==> src/rtl/lfsr_pkg.sv <==
// -----------------------------------------------------------------------------
// lfsr_pkg
// Shared helpers for the Fibonacci LFSR generator.
//   lfsr_shift  : one single-bit shift step (LSB-in, shifts toward MSB)
//   lockup_val  : the fixed-point state for a given width / feedback polarity
//   width_mask  : all-ones mask of the low 'width' bits
//   MAXLEN_TAPS : maximal-length tap masks for widths 3..32, bit i = state[i]
// Optional feature macro (used by lfsr_gen): LFSR_LOCKUP_RECOVER_EN
// -----------------------------------------------------------------------------
package lfsr_pkg;

    // Maximal-length tap masks, indexed by width. Bit positions are 0-based.
    localparam logic [31:0] MAXLEN_TAPS [3:32] = '{
        32'h0000_0006, 32'h0000_000C, 32'h0000_0014, 32'h0000_0030,  // 3..6
        32'h0000_0060, 32'h0000_00B8, 32'h0000_0110, 32'h0000_0240,  // 7..10
        32'h0000_0500, 32'h0000_0829, 32'h0000_100D, 32'h0000_2015,  // 11..14
        32'h0000_6000, 32'h0000_D008, 32'h0001_2000, 32'h0002_0400,  // 15..18
        32'h0004_0023, 32'h0009_0000, 32'h0014_0000, 32'h0030_0000,  // 19..22
        32'h0042_0000, 32'h00E1_0000, 32'h0120_0000, 32'h0200_0023,  // 23..26
        32'h0400_0013, 32'h0900_0000, 32'h1400_0000, 32'h2000_0029,  // 27..30
        32'h4800_0000, 32'h8020_0003                                  // 31..32
    };

    // Low 'width' bits set; width=32 wraps 1<<32 to 0, and 0-1 is all-ones.
    function automatic logic [31:0] width_mask(input int unsigned width);
        return (32'd1 << width) - 32'd1;
    endfunction

    // One Fibonacci step. The caller masks the result to its own width,
    // since the shifted-out MSB lands above the active field.
    function automatic logic [31:0] lfsr_shift(input logic [31:0] state,
                                               input logic [31:0] taps,
                                               input logic        xnor_fb);
        logic fb;
        fb = (^(state & taps)) ^ xnor_fb;
        return {state[30:0], fb};
    endfunction

    // XNOR feedback locks at all-ones, XOR feedback locks at all-zeros.
    function automatic logic [31:0] lockup_val(input int unsigned width,
                                               input logic        xnor_fb);
        return xnor_fb ? width_mask(width) : 32'd0;
    endfunction

endpackage

==> src/rtl/lfsr_step_comb.sv <==
// -----------------------------------------------------------------------------
// lfsr_step_comb
// Purely combinational STEP-deep unrolled LFSR shift chain.
// Ports:
//   state_i  in  WIDTH  current state
//   state_o  out WIDTH  state after STEP single-bit shifts
// -----------------------------------------------------------------------------
module lfsr_step_comb
    import lfsr_pkg::*;
#(
    parameter int             WIDTH   = 9,
    parameter logic [WIDTH-1:0] TAPS  = 9'h110,
    parameter bit             XNOR_FB = 1'b1,
    parameter int             STEP    = 1
) (
    input  logic [WIDTH-1:0] state_i,
    output logic [WIDTH-1:0] state_o
);

    localparam logic [31:0] MASK   = width_mask(WIDTH);
    localparam logic [31:0] TAPS32 = 32'(TAPS);

    // chain[k] = state after k shifts, carried at 32 bits with the upper
    // bits kept zero by masking each stage.
    logic [31:0] chain [0:STEP];

    assign chain[0] = 32'(state_i);

    generate
        for (genvar gi = 0; gi < STEP; gi++) begin : g_stage
            assign chain[gi+1] = lfsr_shift(chain[gi], TAPS32, XNOR_FB) & MASK;
        end
        if (WIDTH < 32) begin : g_pad
            // Upper bits are always zero; fold them so they are not left dangling.
            logic unused_hi;
            assign unused_hi = ^chain[STEP][31:WIDTH];
        end
    endgenerate

    assign state_o = chain[STEP][WIDTH-1:0];

endmodule

==> src/rtl/lfsr_gen.sv <==
// -----------------------------------------------------------------------------
// lfsr_gen
// Parametrised Fibonacci LFSR pseudo-random source with enable, run-time seed
// load, start-state wrap detection and measured-period reporting.
// Ports:
//   clk      in   1        rising-edge clock
//   reset    in   1        asynchronous, active-high
//   en       in   1        advance STEP shifts this cycle
//   load     in   1        load seed_in (priority over en)
//   seed_in  in   WIDTH    seed captured on load
//   num      out  WIDTH    current state (registered)
//   wrap     out  1        pulse: state just returned to the start state
//   period   out  WIDTH+1  advances between the last two wrap points
//   lockup   out  1        num equals the lockup value (combinational)
// Optional feature macro: LFSR_LOCKUP_RECOVER_EN -- replaces a lockup seed on
// load, and a lockup state seen under en, with SEED.
// -----------------------------------------------------------------------------
module lfsr_gen
    import lfsr_pkg::*;
#(
    parameter int               WIDTH   = 9,
    parameter logic [WIDTH-1:0] TAPS    = 9'h110,
    parameter bit               XNOR_FB = 1'b1,
    parameter logic [WIDTH-1:0] SEED    = '0,
    parameter int               STEP    = 1
) (
    input  logic             clk,
    input  logic             reset,
    input  logic             en,
    input  logic             load,
    input  logic [WIDTH-1:0] seed_in,
    output logic [WIDTH-1:0] num,
    output logic             wrap,
    output logic [WIDTH:0]   period,
    output logic             lockup
);

    localparam logic [WIDTH-1:0] LOCKUP  = WIDTH'(lockup_val(WIDTH, XNOR_FB));
    localparam logic [WIDTH:0]   CNT_MAX = '1;

    logic [WIDTH-1:0] num_q,    num_d;
    logic [WIDTH-1:0] start_q,  start_d;
    logic [WIDTH:0]   adv_cnt_q, adv_cnt_d;
    logic [WIDTH:0]   period_q, period_d;
    logic             wrap_q,   wrap_d;

    logic [WIDTH-1:0] step_d;
    logic [WIDTH-1:0] seed_sel;
    logic [WIDTH:0]   cnt_inc;

    lfsr_step_comb #(
        .WIDTH   (WIDTH),
        .TAPS    (TAPS),
        .XNOR_FB (XNOR_FB),
        .STEP    (STEP)
    ) u_step (
        .state_i (num_q),
        .state_o (step_d)
    );

    assign lockup = (num_q == LOCKUP);

`ifdef LFSR_LOCKUP_RECOVER_EN
    assign seed_sel = (seed_in == LOCKUP) ? SEED : seed_in;
`else
    assign seed_sel = seed_in;
`endif

    // Saturating increment; also serves as the period value at a wrap.
    assign cnt_inc = (adv_cnt_q == CNT_MAX) ? CNT_MAX : adv_cnt_q + 1'b1;

    always_comb begin
        num_d     = num_q;
        start_d   = start_q;
        adv_cnt_d = adv_cnt_q;
        period_d  = period_q;
        wrap_d    = 1'b0;
        if (load) begin
            num_d     = seed_sel;
            start_d   = seed_sel;
            adv_cnt_d = '0;
        end else if (en) begin
`ifdef LFSR_LOCKUP_RECOVER_EN
            if (lockup) begin
                // Escape the fixed point by restarting the sequence from SEED.
                num_d     = SEED;
                start_d   = SEED;
                adv_cnt_d = '0;
            end else
`endif
            begin
                num_d = step_d;
                if (step_d == start_q) begin
                    wrap_d    = 1'b1;
                    period_d  = cnt_inc;
                    adv_cnt_d = '0;
                end else begin
                    adv_cnt_d = cnt_inc;
                end
            end
        end
    end

    always_ff @(posedge clk or posedge reset) begin
        if (reset) begin
            num_q     <= SEED;
            start_q   <= SEED;
            adv_cnt_q <= '0;
            period_q  <= '0;
            wrap_q    <= 1'b0;
        end else begin
            num_q     <= num_d;
            start_q   <= start_d;
            adv_cnt_q <= adv_cnt_d;
            period_q  <= period_d;
            wrap_q    <= wrap_d;
        end
    end

    assign num    = num_q;
    assign wrap   = wrap_q;
    assign period = period_q;

endmodule

==> config.mk <==
export PLATFORM = sky130hd
export DESIGN_NAME = lfsr_gen
export DESIGN_NICKNAME = d
export VERILOG_FILES = /design/src/rtl/lfsr_pkg.sv /design/src/rtl/lfsr_step_comb.sv /design/src/rtl/lfsr_gen.sv
export SDC_FILE = /design/constraint.sdc
export NUM_CORES = 1
export LEC_CHECK = 0
export CORE_MARGIN = 5
export CORE_UTILIZATION = 59
export CTS_BUF_LIST = sky130_fd_sc_hd__clkbuf_2 sky130_fd_sc_hd__clkbuf_4 sky130_fd_sc_hd__clkbuf_8
export DETAILED_ROUTE_END_ITERATION = 6
export PLACE_DENSITY = 0.85
export SKIP_LAST_GASP = 1
export SYNTH_ARGS = -nofsm -noshare
export SYNTH_HDL_FRONTEND = slang
export SYNTH_SLANG_ARGS = --single-unit
export TNS_END_PERCENT = 100
==> constraint.sdc <==
create_clock -name clk -period 3.4 [get_ports clk]
set_input_delay 1.02 -clock clk [delete_from_list [all_inputs] [get_ports clk]]
set_output_delay 1.02 -clock clk [all_outputs]
set_load 0.05 [all_outputs]
### Yosys cells after proc, flatten, opt, wreduce, memory -nomap -nowiden

Index checks and enable logic that the tools add are counted.

| word-level totals | value |
|---|---|
| output and inout port bits | 21 |
| bits in registers | 39 |
| input bits | 13 |
| word-level logic and storage cells | 23 |

| cells by class | value |
|---|---|
| mux-type cells | 9 |
| bitwise gates (word level) | 2 |
| reductions and logical operators | 3 |
| add/subtract/negate cells | 1 |
| equal/unequal tests | 3 |

Operators with widths:

| kind | number |
|---|---|
| $mux W10 | 4 |
| $reduce_xor A32 Y1 | 1 |
| $mux W9 | 2 |
| $add A10 B1 Y10 const B | 1 |
| $eq A10 B10 Y1 const B | 1 |
| $eq A9 B9 Y1 | 1 |
| $eq A9 B9 Y1 const B | 1 |
| $mux W1 | 3 |
| $reduce_and A3 Y1 | 1 |
| $not A1 Y1 | 2 |
| $reduce_bool A2 Y1 | 1 |

### Longest topological paths before layout

| logic depth | value |
|---|---|
| word-level depth | 6 |
| mapped depth | 5 |
| depth with buffers taken out | 5 |

### Hierarchy

A second synthesis with hierarchy kept.

| second synthesis, totals | value |
|---|---|
| cells, all modules | 201 |
| area total of the unflattened synthesis | 2,026.9 um^2 |

Modules (own cells, without submodules):

| module | seq. area each (um^2) | area each (um^2) | cells an instance | times used |
|---|---|---|---|---|
| lfsr_gen | 975.9 | 1,958.1 | 192 | 1 |
| lfsr_step_comb | 0.0 | 68.8 | 9 | 1 |

### Least setup slack after synthesis

Ideal clock, no wire load.

| path | value |
|---|---|
| path kind | reg2out |
| from | reg num_q[4], in the netlist num[4] |
| to | out lockup |
| required time | 2.380 ns |
| arrival time | 1.989 ns |
| slack | 0.391 ns |
| buffers on the path | 0 |
| stages on the path, launching flop included | 3 |
| cells stage by stage | dfrtp_1 -> nand4_1 -> nor3_1 |

| on the way | value |
|---|---|
| cells in the longest elaborated chain, start to end | 1 |

RTL lines:

| item | RTL line | source |
|---|---|---|
| start: declaration | lfsr_gen.sv:41 | `logic [WIDTH-1:0] num_q, num_d;` |
| start signal: assignment | lfsr_gen.sv:112 | `num_q <= num_d;` |
| $eq A9 B9 Y1 | lfsr_gen.sv:61 | `assign lockup = (num_q == LOCKUP);` |
| end: declaration | lfsr_gen.sv:35 | `output logic lockup` |

Every way passes these cells.

### Final worst setup path

Same ends and word-level chain as after synthesis.

==> results.txt <==
----------------------------------------------------
[Die]
  Die Wd ... 68.2 um
  Total Die Area ... between 4000 and 5000 um^2
  Vert. Die Dim ... about 68 um
  Core area ... 3310 um^2
  Effective utilization at floorplan ... 60.4%
  # IOs ... 34
  Count of standard-cell rows ... 21

[Synthesis]
  Syn Nets ... 211
  Proportion of netlist area held by the largest area contributor ... 48.8%
  Synthesized area ... 2000 um^2
  Main synth FF type ... dfrtp_1
  Async set or reset register ratio after synthesis ... 100%
  Cell type contributing the most total cell area after synthesis ... dfrtp_1
  Top post-synthesis cells by count ... dfrtp_1 (39), o21ai_0 (23), inv_1 (18)
  Synth unique cells ... 37
  Per-instance average area after synthesis ... 10.2 um^2
  Most frequently used cell type in the post-synthesis netlist ... dfrtp_1
  Sequential-to-total area share from yosys stat ... 48.8%
  Number of flops mapped to enable cells by yosys ... 0
  Yosys synthesis warning count ... 0
  Register bit total from synthesis ... 39
  Mapped Cells ... 197
  Cell types with the largest area share after synthesis ... dfrtp_1 (49%), mux2i_1 (7.0%), o21ai_0 (5.8%)

[Clock tree]
  Reg clk slew, reported paths ... 110 ps
  Number of buffers on the longest clock path ... 2
  Clock tree from TritonCTS ... done
  Insertion delay to the later sink of the worst-skew pair ... 350 ps
  Total CTS buffers ... 5
  Quantity of hold-fixing buffers added after cts ... 0
  Resized cells post-CTS ... 0
  Root Buffer ... clkbuf_4
  Deepest level of the CTS H-tree ... 2
  Setup Fix Bufs, Post-CTS ... 0
  Number of sinks on the clock net ... 39

[Final layout]
  Synth-to-Final Area Change ... 21.0%
  Antenna Diode Count ... 0
  Share of cells above drive strength 1 ... a little over 8%
  Post-route cell area ... between 2000 and 2500 um^2
  Count of filler cells inserted in the layout ... 255
  Area of all sequential standard cells ... 976 um^2
  NumNets Final ... 246
  Area occupied by multi-input gates ... 913 um^2

[Placement]
  HPWL after DPL ... 3.14 mm
  GP Congestion ... 0.916
  Dpl cell area ... 2370 um^2
  PortBufs ... 33

[Worst setup path]
  Worst reg2reg path startpoint ... num[4]
  Data arrival, critical path ... just over 2000 ps
  Crit Path Class ... flop to output port
  Worst Setup End Kind ... output port
  Worst-path fanout max ... 6
  Worst Path Required ... between 2000 and 2500 ps
  CP Launch Type ... flop
  Register-to-register setup slack ... 1290 ps
  R2R Path End ... adv_cnt_q[9]
  Worst Reg-to-Reg Cells ... 4

[Power and ir drop]
  Switching power summed over all nets ... approximately 320 uW
  Power share of the clock group ... between 20% and 30%
  Part of the total power dissipated in sequential elements ... 53.4%
  Power density over the cells ... 409 nW/um^2
  Peak supply drop ... 287 uV
  Internal power summed over all cells ... 666 uW
  Leakage power ... 1.03 nW
  Tot Pwr ... 991 uW
  Switching power share of the total ... 32.8%
  Power share of the combinational group ... 23.8%

[Global routing]
  Total congestion overflow after global routing ... 0
  Initial antenna violation count ... 0
  Wire length of the first global-routing pass ... 7.78 mm
  Via count of the first global-routing pass ... 1660
  Aggregate global-route resource usage ... 22.5%
  Largest net degree at the start of global routing ... 40

[Job]
  Max-cap violations ... 0

[STA]
  Post-layout minimum cycle time ... 3080 ps
  Clock Skew ... 10.2 ps
  Slew @ Worst Pin ... approximately 840 ps
  Total setup violations reported at the end of the flow ... 0
  Sum of negative setup slack ... 0 ps
  RSZ-0062 raised after global routing ... false
  Final slew viol count ... 0
  Total count of hold-check failures in the final report ... 0
  Maximum achievable frequency ... 325 MHz
  Worst max-slew margin expressed relative to the limit ... 43.1%
  Crit share post-route ... 90.6%

[Worst hold path]
  Min-Delay Path Depth ... 2
  Hold path start ... period[5]
  Hold crit path type ... flop to flop
  Destination of the worst hold path ... period[5]

[Status]
  Result of the run ... completed

[Route]
  First-pass iteration count of the detailed router ... 4
  Starting DRT DRC Count ... between 90 and 100
  Number of nets with antenna violations after detailed routing ... 0
  Residual DRC count ... 0
  Drt via density ... 5.80
  Routed WL per cell ... 16.2 um
  Final WL ... 4.49 mm
  Via total after detailed routing ... 1607

----------------------------------------------------
[how the worst max path moves through the flow]
stage / startpoint / endpoint / cells past startpoint
after floorplan: num[4] / lockup / 2
after global placement: en / adv_cnt_q[9] / 4
after detailed placement: en / adv_cnt_q[9] / 4
after CTS: num[4] / lockup / 3
after global routing: num[4] / lockup / 3
final: num[4] / lockup / 3
[per-stage QoR]
step	hold slack, ps	utilization [%]	cells	worst slack (ps)
finish	525	73.1	277	321
global placement	498	71.7	271	563
global route	553	73.1	277	243
floorplan	514	-	197	391
CTS	530	73.1	277	311
detailed placement	504	71.7	271	564
[layer usage]
layer  track usage (%)  wire (um)  part of all wire [%]
met1              29.0       1890                    42
met2              35.1       2210                    49
met3              6.08        284                   6.3
met4              10.2        102                   2.3
met5                 0          0                     0
[flip-flops by register name, indices dropped and copies added, names as in the netlist]
register,cells
period,10
start_q,9
adv_cnt_q,10
wrap,1
num,9
[worst max-delay path, stage by stage, from the launching register on]
cell and delay, ps:
dfrtp_1 540, nand4_1 160, nor3_1 200, clkdlybuf4s50_1 830
[power groups by stage]
stage / combinational (mW) / clock, mW / sequential, mW
2_1_floorplan: 0.0926 / 0 / 0.598
3_3_place_gp: 0.230 / 0 / 0.536
4_1_cts: 0.237 / 0.232 / 0.529
3_5_place_dp: 0.235 / 0 / 0.537
6_report: 0.235 / 0.226 / 0.529
5_1_grt: 0.253 / 0.252 / 0.534
[final cells by class]
type,count,area share (%)
flip-flops and latches,39,40.3
inverters,18,2.79
multi-input cells,131,37.7
clock buffers,6,1.86
repair buffers,37,14.9
well taps,46,2.38
[cell families (layout without fill, tap and decap cells)]
kind of cell               after synthesis  in the layout  synth area share (%)
buffers and inverters                   27             61                  5.57
xor gates and xnor gates                11             11                  5.57
adders and majority gates                1              1                 0.625
AOI/OAI and AO/OA                       44             44                  13.6
muxes                                   19             19                  10.6
DFF                                     39             39                  48.8
and+or+nand+nor                         56             56                  15.3
[cells in the final DEF, fill, tap and decap left out, types with 2 or more instances in the layout]
master,n
nor4_1,6
o21ai_0,23
nor3_1,4
xnor2_1,9
mux2_4,4
nor2_1,5
clkbuf_4,6
dfrtp_1,39
o32ai_1,5
mux2i_1,14
nand2_1,16
nand4_1,7
buf_4,4
o31ai_1,2
a21oi_1,4
nand2b_1,4
nand3_1,6
inv_1,18
o211ai_1,2
a21o_1,2
clkdlybuf4s50_1,33
and3_1,2
xnor2_2,2
(Power assumes the default switching activity.)
